### src/rtl/store_buffer_unit_if.sv
// Store-buffer port bundle: M-stage store/load side plus the write-bus side.
// The slave modport is the buffer; the master modport is the pipeline/bus environment.
interface store_buffer_unit_if;
    logic [1:0]  st_op;
    logic [31:0] st_addr;
    logic [31:0] st_wdata;
    logic        st_stall;
    logic        exc_ades;
    logic [31:0] ld_addr;
    logic        ld_valid;
    logic        ld_conflict;
    logic        m_req;
    logic [31:0] m_addr;
    logic [31:0] m_wdata;
    logic [3:0]  m_byteen;
    logic        m_ack;
    logic        drained;

    modport slave (
        input  st_op, st_addr, st_wdata, ld_addr, ld_valid, m_ack,
        output st_stall, exc_ades, ld_conflict, m_req, m_addr, m_wdata, m_byteen, drained
    );

    modport master (
        output st_op, st_addr, st_wdata, ld_addr, ld_valid, m_ack,
        input  st_stall, exc_ades, ld_conflict, m_req, m_addr, m_wdata, m_byteen, drained
    );
endinterface

### src/rtl/store_buffer_unit.sv
// MEM-stage store buffer: aligns/encodes stores, queues them, drains head via m_req/m_ack.
// Head visible one cycle after push; st_stall while full, and a full buffer refuses pushes even on a pop cycle.
module store_buffer_unit #(
    parameter int DEPTH = 2,
    parameter int PTR_W = 1
) (
    input  logic              clk,
    input  logic              reset,
    store_buffer_unit_if.slave bus
);
    localparam logic [PTR_W:0] FULL_CNT = (PTR_W + 1)'(DEPTH);

    localparam logic [1:0] OP_NONE = 2'b00;
    localparam logic [1:0] OP_SB   = 2'b01;
    localparam logic [1:0] OP_SH   = 2'b10;
    localparam logic [1:0] OP_SW   = 2'b11;

    logic [PTR_W:0]   r_count;
    logic [PTR_W-1:0] r_wr_ptr;
    logic [PTR_W-1:0] r_rd_ptr;
    logic [DEPTH-1:0] r_valid;
    logic [29:0]      r_waddr [DEPTH];
    logic [31:0]      r_data  [DEPTH];
    logic [3:0]       r_ben   [DEPTH];

    logic        w_misaligned;
    logic        w_full;
    logic        w_empty;
    logic        w_push;
    logic        w_pop;
    logic [3:0]  w_enc_ben;
    logic [31:0] w_enc_data;
    logic        w_hit;

    always_comb begin
        w_misaligned = 1'b0;
        case (bus.st_op)
            OP_SH:   w_misaligned = bus.st_addr[0];
            OP_SW:   w_misaligned = (bus.st_addr[1:0] != 2'b00);
            default: w_misaligned = 1'b0;
        endcase
    end

    // Data is lane-replicated so the bus can take whichever lanes byteen selects.
    always_comb begin
        w_enc_ben  = 4'b0000;
        w_enc_data = 32'h0;
        case (bus.st_op)
            OP_SB: begin
                w_enc_ben  = 4'b0001 << bus.st_addr[1:0];
                w_enc_data = {4{bus.st_wdata[7:0]}};
            end
            OP_SH: begin
                w_enc_ben  = bus.st_addr[1] ? 4'b1100 : 4'b0011;
                w_enc_data = {2{bus.st_wdata[15:0]}};
            end
            OP_SW: begin
                w_enc_ben  = 4'b1111;
                w_enc_data = bus.st_wdata;
            end
            default: begin
                w_enc_ben  = 4'b0000;
                w_enc_data = 32'h0;
            end
        endcase
    end

    assign w_full  = (r_count == FULL_CNT);
    assign w_empty = (r_count == '0);
    assign w_push  = (bus.st_op != OP_NONE) && !w_misaligned && !w_full;
    assign w_pop   = !w_empty && bus.m_ack;

    always_ff @(posedge clk) begin
        if (reset) begin
            r_count  <= '0;
            r_wr_ptr <= '0;
            r_rd_ptr <= '0;
            r_valid  <= '0;
        end else begin
            // Push and pop never touch the same slot: wr==rd only when empty or full.
            if (w_push) begin
                r_valid[r_wr_ptr] <= 1'b1;
                r_wr_ptr          <= r_wr_ptr + 1'b1;
            end
            if (w_pop) begin
                r_valid[r_rd_ptr] <= 1'b0;
                r_rd_ptr          <= r_rd_ptr + 1'b1;
            end
            case ({w_push, w_pop})
                2'b10:   r_count <= r_count + 1'b1;
                2'b01:   r_count <= r_count - 1'b1;
                default: r_count <= r_count;
            endcase
        end
    end

    always_ff @(posedge clk) begin
        if (w_push) begin
            r_waddr[r_wr_ptr] <= bus.st_addr[31:2];
            r_data[r_wr_ptr]  <= w_enc_data;
            r_ben[r_wr_ptr]   <= w_enc_ben;
        end
    end

    always_comb begin
        w_hit = 1'b0;
        for (int i = 0; i < DEPTH; i++) begin
            if (r_valid[i] && (r_waddr[i] == bus.ld_addr[31:2])) begin
                w_hit = 1'b1;
            end
        end
    end

    assign bus.exc_ades    = w_misaligned;
    assign bus.st_stall    = w_full;
    assign bus.drained     = w_empty;
    assign bus.ld_conflict = bus.ld_valid && w_hit;
    assign bus.m_req       = !w_empty;
    assign bus.m_addr      = w_empty ? 32'h0 : {r_waddr[r_rd_ptr], 2'b00};
    assign bus.m_wdata     = w_empty ? 32'h0 : r_data[r_rd_ptr];
    assign bus.m_byteen    = w_empty ? 4'b0000 : r_ben[r_rd_ptr];
endmodule

### src/flat_wrapper.sv
// flat-port wrapper written by rule: the top's interface ports become plain ports
module store_buffer_unit_flat 
#(
    parameter int DEPTH = 2,
    parameter int PTR_W = 1
)
  (clk, reset, bus_st_op, bus_st_addr, bus_st_wdata, bus_ld_addr, bus_ld_valid, bus_m_ack, bus_st_stall, bus_exc_ades, bus_ld_conflict, bus_m_req, bus_m_addr, bus_m_wdata, bus_m_byteen, bus_drained);
  store_buffer_unit_if bus_i ();
  input  logic clk;
  input  logic reset;
  input wire logic [$bits(bus_i.st_op)-1:0] bus_st_op;
  input wire logic [$bits(bus_i.st_addr)-1:0] bus_st_addr;
  input wire logic [$bits(bus_i.st_wdata)-1:0] bus_st_wdata;
  input wire logic [$bits(bus_i.ld_addr)-1:0] bus_ld_addr;
  input wire logic [$bits(bus_i.ld_valid)-1:0] bus_ld_valid;
  input wire logic [$bits(bus_i.m_ack)-1:0] bus_m_ack;
  output wire logic [$bits(bus_i.st_stall)-1:0] bus_st_stall;
  output wire logic [$bits(bus_i.exc_ades)-1:0] bus_exc_ades;
  output wire logic [$bits(bus_i.ld_conflict)-1:0] bus_ld_conflict;
  output wire logic [$bits(bus_i.m_req)-1:0] bus_m_req;
  output wire logic [$bits(bus_i.m_addr)-1:0] bus_m_addr;
  output wire logic [$bits(bus_i.m_wdata)-1:0] bus_m_wdata;
  output wire logic [$bits(bus_i.m_byteen)-1:0] bus_m_byteen;
  output wire logic [$bits(bus_i.drained)-1:0] bus_drained;
  assign bus_i.st_op = bus_st_op;
  assign bus_i.st_addr = bus_st_addr;
  assign bus_i.st_wdata = bus_st_wdata;
  assign bus_i.ld_addr = bus_ld_addr;
  assign bus_i.ld_valid = bus_ld_valid;
  assign bus_i.m_ack = bus_m_ack;
  assign bus_st_stall = bus_i.st_stall;
  assign bus_exc_ades = bus_i.exc_ades;
  assign bus_ld_conflict = bus_i.ld_conflict;
  assign bus_m_req = bus_i.m_req;
  assign bus_m_addr = bus_i.m_addr;
  assign bus_m_wdata = bus_i.m_wdata;
  assign bus_m_byteen = bus_i.m_byteen;
  assign bus_drained = bus_i.drained;
  store_buffer_unit #(.DEPTH(DEPTH), .PTR_W(PTR_W)) u_core (.clk(clk), .reset(reset), .bus(bus_i));
endmodule
### config.mk
export PLATFORM = sky130hd
export DESIGN_NAME = store_buffer_unit_flat
export DESIGN_NICKNAME = d
export VERILOG_FILES = /design/src/rtl/store_buffer_unit_if.sv /design/src/rtl/store_buffer_unit.sv /design/src/flat_wrapper.sv
export SDC_FILE = /design/constraint.sdc
export NUM_CORES = 1
export LEC_CHECK = 0
export BUFFER_PORTS_ARGS = -buffer_cell sky130_fd_sc_hd__clkbuf_2
export CORE_MARGIN = 4
export CORE_UTILIZATION = 40
export CTS_CLUSTER_SIZE = 20
export DETAILED_ROUTE_END_ITERATION = 12
export PLACE_DENSITY = 0.66
export SLEW_MARGIN = 20
export SYNTH_ARGS = -nofsm -noshare
export SYNTH_HDL_FRONTEND = slang
export SYNTH_SLANG_ARGS = --single-unit
### constraint.sdc
create_clock -name clk -period 2.5 [get_ports clk]
set_input_delay 0.125 -clock clk [delete_from_list [all_inputs] [get_ports clk]]
set_output_delay 0.125 -clock clk [all_outputs]
set_load 0.01 [all_outputs]
# [After elaboration in Yosys (flattened, before gate mapping)]
# Memories as Yosys holds them, arrays and structs flattened. A register that Yosys moved wholly into a read port is not among the register bits.
# Cells that the tools add are included.
[op_classes] reduce_logical=15 div_mod_pow=0 n_bitwise=3 eq_ne=8 addsub=4 shifts=1 magnitude_cmp=4 n_mul=0 n_mux=25
[ops] operator="$pmux 32 s3" count=1
[ops] operator="$mux 32" count=2
[ops] operator="$eq 30x30->1" count=2
[ops] operator="$mux 1" count=12
[ops] operator="$pmux 4 s3" count=1
[ops] operator="$eq 2x2->1 const B" count=4
[ops] operator="$logic_and 1x1->1" count=8
[ops] operator="$mux 4" count=2
[ops] operator="$mux 2" count=3
[ops] operator="$reduce_bool 2->1" count=3
[ops] operator="$eq 2x1->1 const B" count=2
[ops] operator="$lt 1x2->1 const B" count=2
[ops] operator="$pmux 2 s2" count=1
[ops] operator="$shl 1x2->4 const A" count=1
[ops] operator="$logic_not 1->1" count=3
[ops] operator="$add 1x1->1 const B" count=2
[ops] operator="$add 2x1->2 const B" count=1
[ops] operator="$and 2x2->2" count=1
[ops] operator="$demux 1 s1" count=2
[ops] operator="$ge 1x1->1 const B" count=2
[ops] operator="$logic_not 2->1" count=1
[ops] operator="$not 2->2" count=1
[ops] operator="$or 2x2->2" count=1
[ops] operator="$pmux 1 s2" count=1
[ops] operator="$sub 2x1->2 const B" count=1
[totals] n_memories=3 latch_bits=0 register_bits=6 romBits=0 ram_bits=132 out_inout_bits=73
[mem_list] name="u_core.r_data" words=2 word_bits=32 read_ports=1 rd_clocked_by_memory_dff=1 wr=1 line_no="store_buffer_unit.sv:23" rtl="logic [31:0] r_data [DEPTH];"
[mem_list] name="u_core.r_waddr" words=2 word_bits=30 read_ports=3 rd_clocked_by_memory_dff=1 wr=1 line_no="store_buffer_unit.sv:22" rtl="logic [29:0] r_waddr [DEPTH];"
[mem_list] name="u_core.r_ben" words=2 word_bits=4 read_ports=1 rd_clocked_by_memory_dff=1 wr=1 line_no="store_buffer_unit.sv:24" rtl="logic [3:0] r_ben [DEPTH];"

# [Longest topological paths before layout]
# Gate-level depths: netlist of the first run.
[depth] ltp_word=9 mapped_depth=7

# [Least setup slack after synthesis of the first run]
# No wires, ideal clock.
[synth_timing] path_type="flip-flop to flip-flop" from="reg u_core.r_count[0]" to="mem u_core.r_ben[0][0] (enable)" setup_time_ps=427 path_slack_ps=-196 path_buffers=0 arrival_time_ps=2269 path_stages_with_launch=4 cell_sequence="dfxtp_1 > nor2b_1 > a211oi_4 > and2b_1"
[synth_between] elab_chain_cells=5
[synth_rtl] element="start: declaration" line_no="store_buffer_unit.sv:18" rtl="logic [PTR_W:0] r_count;"
[synth_rtl] element="start signal: assignment" line_no="store_buffer_unit.sv:90" rtl="2'b10: r_count <= r_count + 1'b1;"
[synth_rtl] element="start signal: assignment" line_no="store_buffer_unit.sv:91" rtl="2'b01: r_count <= r_count - 1'b1;"
[synth_rtl] element="start signal: assignment" line_no="store_buffer_unit.sv:92" rtl="default: r_count <= r_count;"
[synth_rtl] element="$eq 2x2->1" line_no="store_buffer_unit.sv:68" rtl="assign w_full = (r_count == FULL_CNT);"
[synth_rtl] element="via bus_st_stall" line_no="flat_wrapper.sv:17" rtl="output wire logic [$bits(bus_i.st_stall)-1:0] bus_st_stall;"
[synth_rtl] element="$logic_not 1->1" line_no="store_buffer_unit.sv:70" rtl="assign w_push = (bus.st_op != OP_NONE) && !w_misaligned && !w_full;"
[synth_rtl] element="$logic_and 1x1->1" line_no="store_buffer_unit.sv:70"
[synth_rtl] element="$mux 1" line_no="store_buffer_unit.sv:98" rtl="if (w_push) begin"
[synth_rtl] element="$mux 1 (implied by the code)" line_no="store_buffer_unit.sv:101" rtl="r_ben[r_wr_ptr] <= w_enc_ben;"
[synth_rtl] element="end: declaration" line_no="store_buffer_unit.sv:24"
# The timed path passes the listed nets, and every way through them passes these cells.

==> results_dict.tcl, run 1 <==
set metrics [dict create \
    status "completed" \
    yosys_register_bits 139 \
    slew_headroom_pct 46.59 \
    cts_buffers 17 \
    drt_wl_total_um 15550 \
    place_ws_ns 0.5261 \
    die_h_um 135.3 \
    clk_latency_ns 0.41 \
    hpwl_um 11150 \
    grt_pass1_wl_um 23610 \
    hold_depth 2 \
    cts_tree "yes" \
    synth.distinct_cells 34 \
    insertedDiodeCount 0 \
    htreeDepth 4 \
    drt-pass1-iter-count 4 \
    syn_inst 465 \
    yosysTopAreaCellShare_pct 61.17 \
    worstPathArrival_ns 2.11 \
    fin_ws_ns 0.2612 \
    synth_top_area_cell "edfxtp_1" \
    finalCritPeriodShare_pct 89.55 \
    vias 4447 \
    async_flop_share_pct 0 \
    netlist_top_cells_area "edfxtp_1 (61%), mux2i_1 (10%), xnor2_1 (5.5%)" \
    finalCriticalPeriod_ns 2.239 \
    finalSetupViolations 0 \
    worst_path_largest_cell_delay_ns 0.47 \
    place_area_mm2 0.007621 \
    p_per_area_mw_per_mm2 1024 \
    skew_ns 0.007144 \
    crit_start "u_core.r_waddr[1][11]" \
    tns_ns 0 \
    initial_utilization_pct 40.79 \
    postCtsSetupBuffers 0 \
    ys.flop_type "edfxtp_1" \
    timing.critical_path.mode_cell "nand4_1" \
    synth_edf_count 132 \
    grt_antenna_before_repair 0 \
    r2r_setup_slack_ns 0.71 \
    wl_per_cell_um 17.28 \
    clkTransAtPathRegs_ns 0.06 \
    hold_slack_ns 0.05152 \
    yosys-top-cells-count "edfxtp_1 (132), nor2_1 (72), mux2i_1 (66)" \
    finalHoldViolations 0 \
    max_cap_viol_count 0 \
    cts_max_path_buffers 2 \
    syn_area_per_cell_um2 13.94 \
    final_util_pct 53.89 \
    io_buffers 170 \
    dieArea_mm2 0.01830 \
    synth_area_mm2 0.006480 \
    fill_cells 1395 \
    crit_fanout 2 \
    clock-sinks 139 \
    dp.cells 838 \
    drv_slew 0 \
    syn_to_final_growth_pct 32.11 \
    antenna_left 0 \
    die_x_um 135.3 \
    cp-end-kind "output port" \
    rsz0062_at_grt "no" \
    power.leakage_nw 3.303 \
    crit_chain "xnor2_1 > nand4_1 > nor4_1 > nand4_1 > a21boi_1 > clkbuf_2" \
    first_global_vias 4626 \
    tightest_slew_ns 0.7995 \
    hold_path.class "input pin to register" \
    crit_slowest_cell "nor4_1" \
    pin_count 175 \
    grt_max_degree 68 \
    rows 46 \
    required_ns 2.38 \
    core_mm2 0.01589 \
    worstHoldStart "bus_st_wdata[13]" \
    total_power_mw 8.768 \
    reg2reg_depth 4 \
    grt_overflow_total 0 \
    ys_seq_area_share_pct 63.33 \
    path_class "register to output port" \
    final_cells 900 \
    track_usage_pct 16.94 \
    cts_root_buf "clkbuf_16" \
    vias_per_cell 4.941 \
    rr_startpoint "u_core.r_count[0]" \
    drcViolationCount 0 \
    fin_area_mm2 0.008561 \
    irDropWorstVdd_uv 633.5 \
    fmax_mhz 446.7 \
    synthMostInstantiatedCell "edfxtp_1" \
    drive_above_1_share_pct 32.46 \
    drtIter0Drc 188 \
    nNetsFinal 775 \
    critPathLaunchType "register" \
    place_congestion 0.8452 \
    ys_warn_count 0 \
]
path summary, 6_finish.rpt:
path                      endpoint
max                bus_ld_conflict
min           u_core.r_data[0][13]
min reg2reg      u_core.r_count[1]
max reg2reg  u_core.r_waddr[1][14]
placed cells by master, fill, tap and decap left out, types with 8 or more instances in the layout:
master and instances:
clkbuf_2 170, edfxtp_1 132, nor2_1 72, mux2i_1 66, xnor2_1 41, dlygate4sd3_1 31, a22o_1 24, xor2_1 23
clkbuf_16 17, nand4_1 12, nor2b_1 11, mux2_1 10, nor4_1 8
sequential cells by signal (all words and copies together) (netlist names), named ones only:
register,flops
u_core.r_rd_ptr,1
u_core.r_count,2
u_core.r_valid,2
u_core.r_wr_ptr,1
u_core.r_ben,8
u_core.r_data,64
u_core.r_waddr,60
per-layer routing:
layer  vias to the layer above  GRT usage [%]  wire length [um]
li1                       2121              -                 -
met1                      2116          20.98              6437
met2                       194          28.82              7627
met3                        16          4.532              1260
met4                         0          5.711               225
met5                         -              0                 0
final cells by class:
class	instances	area [um^2]	area share (%)
sequential	139	4108	47.98
multi-input combinational	298	2245	26.22
timing repair buffer	212	1294	15.11
clock buffer	18	429.2	5.013
tap	216	270.3	3.157
clock inverter	13	200.2	2.338
inverter	4	15.01	0.1754
cell families (layout without fill, tap and decap cells):
| logic type | count (synthesis) | after routing | synth area share [%] |
|---|---|---|---|
| AO/OA/AOI/OAI | 36 | 36 | 4.595 |
| XOR/XNOR | 64 | 64 | 8.650 |
| adder cells (fa/ha/maj) | 1 | 1 | 0.1931 |
| buffers and inverters | 29 | 247 | 2.124 |
| flip-flops | 139 | 139 | 63.33 |
| multiplexers | 82 | 82 | 12.98 |
| other | 1 | 2 | 0.05787 |
| AND/OR/NAND/NOR | 113 | 113 | 8.071 |
critical path, delay by kind of cell, from the launching register on:
family	cells	cell delay, ns
XOR/XNOR	1	0.22
flip-flops	1	0.40
buffers and inverters	1	0.15
AND/OR/NAND/NOR	3	0.77
AO/OA/AOI/OAI	1	0.16
what timing repair did:
action | 4_1_cts | 5_1_grt
endpoints found under the hold margin | 67 | 0
hold buffers | 31 | 0
resized for setup | 0 | 0
setup endpoints to repair | 0 | 0
report_power, final:
group,switching [mW],internal [mW]
clock,0.907,1.75
sequential,0.266,3.10
combinational,1.60,1.14
total,2.77,5.99
(Power assumes the default switching activity.)
==> inputs of run 2 (changes only) <==
RECOVER_POWER = 50   (was default)
==> results_dict.tcl, run 2 (synthesized netlist as in run 1, its figures left out) <==
set metrics [dict create \
    total_power_mw 8.730 \
    drive_above_1_share_pct 28.07 \
    irDropWorstVdd_uv 623.8 \
    required_ns 2.77 \
    largest_reg_flops 64 \
    place_area_mm2 0.007621 \
    place_congestion 0.8452 \
    clk_latency_ns 0.42 \
    top_register "u_core.r_data" \
    final_common_cell "clkbuf_2" \
    hold_path.class "input pin to register" \
    finalHoldViolations 0 \
    wl_per_cell_um 17.29 \
    die_x_um 135.3 \
    dieArea_mm2 0.01830 \
    tightest_slew_ns 0.8170 \
    drv_slew 0 \
    finalSetupViolations 0 \
    rsz0062_at_grt "no" \
    power.leakage_nw 3.207 \
    use_met3_pct 4.532 \
    track_usage_pct 16.94 \
    p_per_area_mw_per_mm2 1028 \
    fmax_mhz 441.3 \
    grt_max_degree 68 \
    pin_count 175 \
    grt_antenna_before_repair 0 \
    syn_to_final_growth_pct 31.03 \
    hold_slack_ns 0.05944 \
    finalCriticalPeriod_ns 2.266 \
    clock-sinks 139 \
    reg.largest.list "u_core.r_data x64, u_core.r_waddr x60, u_core.r_ben x8" \
    io_buffers 170 \
    grt_pass1_wl_um 23610 \
    cts_tree "yes" \
    tns_ns 0 \
    drtIter0Drc 187 \
    core_mm2 0.01589 \
    path_class "input pin to register" \
    r2r_setup_slack_ns 0.46 \
    rows 46 \
    die_h_um 135.3 \
    htreeDepth 4 \
    use_met2_pct 28.82 \
    cts_max_path_buffers 2 \
    clkTransAtPathRegs_ns 0.06 \
    cts_buffers 17 \
    antenna_left 0 \
    worstPathArrival_ns 2.54 \
    cts_root_buf "clkbuf_16" \
    first_global_vias 4626 \
    hpwl_um 11150 \
    vias 4410 \
    grtUsageMet1_pct 20.98 \
    mostFrequentLayoutCells "clkbuf_2 (145), edfxtp_1 (132), nor2_1 (73)" \
    status "completed" \
    critPathLaunchType "input pin" \
    insertedDiodeCount 0 \
    seq_area_mm2 0.004108 \
    fill_cells 1412 \
    crit_fanout 17 \
    grt_overflow_total 0 \
    drt-pass1-iter-count 4 \
    cp-end-kind "register" \
    initial_utilization_pct 40.79 \
    fin_area_mm2 0.008491 \
    multi_input_area_mm2 0.002230 \
    drt_wl_total_um 15560 \
    nNetsFinal 775 \
    skew_ns 0.007150 \
    drcViolationCount 0 \
    slew_headroom_pct 45.42 \
    vias_per_cell 4.900 \
    max_cap_viol_count 0 \
    busiest_layer "met2" \
    finalCritPeriodShare_pct 90.65 \
]
## run 2: cell count changes in the layout (fill, tap and decap cells not counted), sizes merged
cell,before,now
buf,11,7
clkbuf,188,192
## run 2: metal layers
metal,routed length [um],vias to the layer above
li1,-,2121
met1,6535,2089
met2,7597,182
met3,1177,18
met4,254,0
met5,0,-
## run 2: per-stage QoR
stage                     cells  utilization (%)  setup slack (ns)
after floorplan             466                -            0.4195
after global placement      838            47.98            0.6017
after detailed placement    838            47.98            0.5261
after CTS                   900            53.89            0.2335
after global routing        900            53.45           0.08238
final                       900            53.45            0.2339
## run 2: layout make-up
class,count,area share (%)
Multi-Input combinational cell,298,26.26
Tap cell,216,3.183
Clock buffer,18,5.055
Clock inverter,13,2.358
Sequential cell,139,48.38
Timing Repair Buffer,212,14.59
Inverter,4,0.1768
## run 2: repair_timing
action / in CTS / in global routing
hold buffers: 31 / 0
endpoints found under the hold margin: 67 / 0
gates resized for setup: 0 / 0
buffers inserted: 0 / 0
## run 2: where the power goes
group / internal [mW] / switching (mW)
logic: 1.11 / 1.59
registers: 3.10 / 0.267
clock network: 1.75 / 0.909
total: 5.96 / 2.77
## run 2: final timing paths
| kind | start | end | cells past startpoint |
|---|---|---|---|
| min reg2reg | u_core.r_count[1] | u_core.r_count[1] | 2 |
| max reg2reg | u_core.r_count[0] | u_core.r_waddr[0][16] | 4 |
| max | bus_st_op[0] | u_core.r_data[0][22] | 5 |
| min | bus_st_wdata[9] | u_core.r_data[0][9] | 2 |
## run 2: worst max-delay path, stage by stage
cell	delay, ns
clkbuf_1	0.36
clkbuf_1	0.66
nor2b_1	0.74
clkbuf_2	0.40
a22o_1	0.23
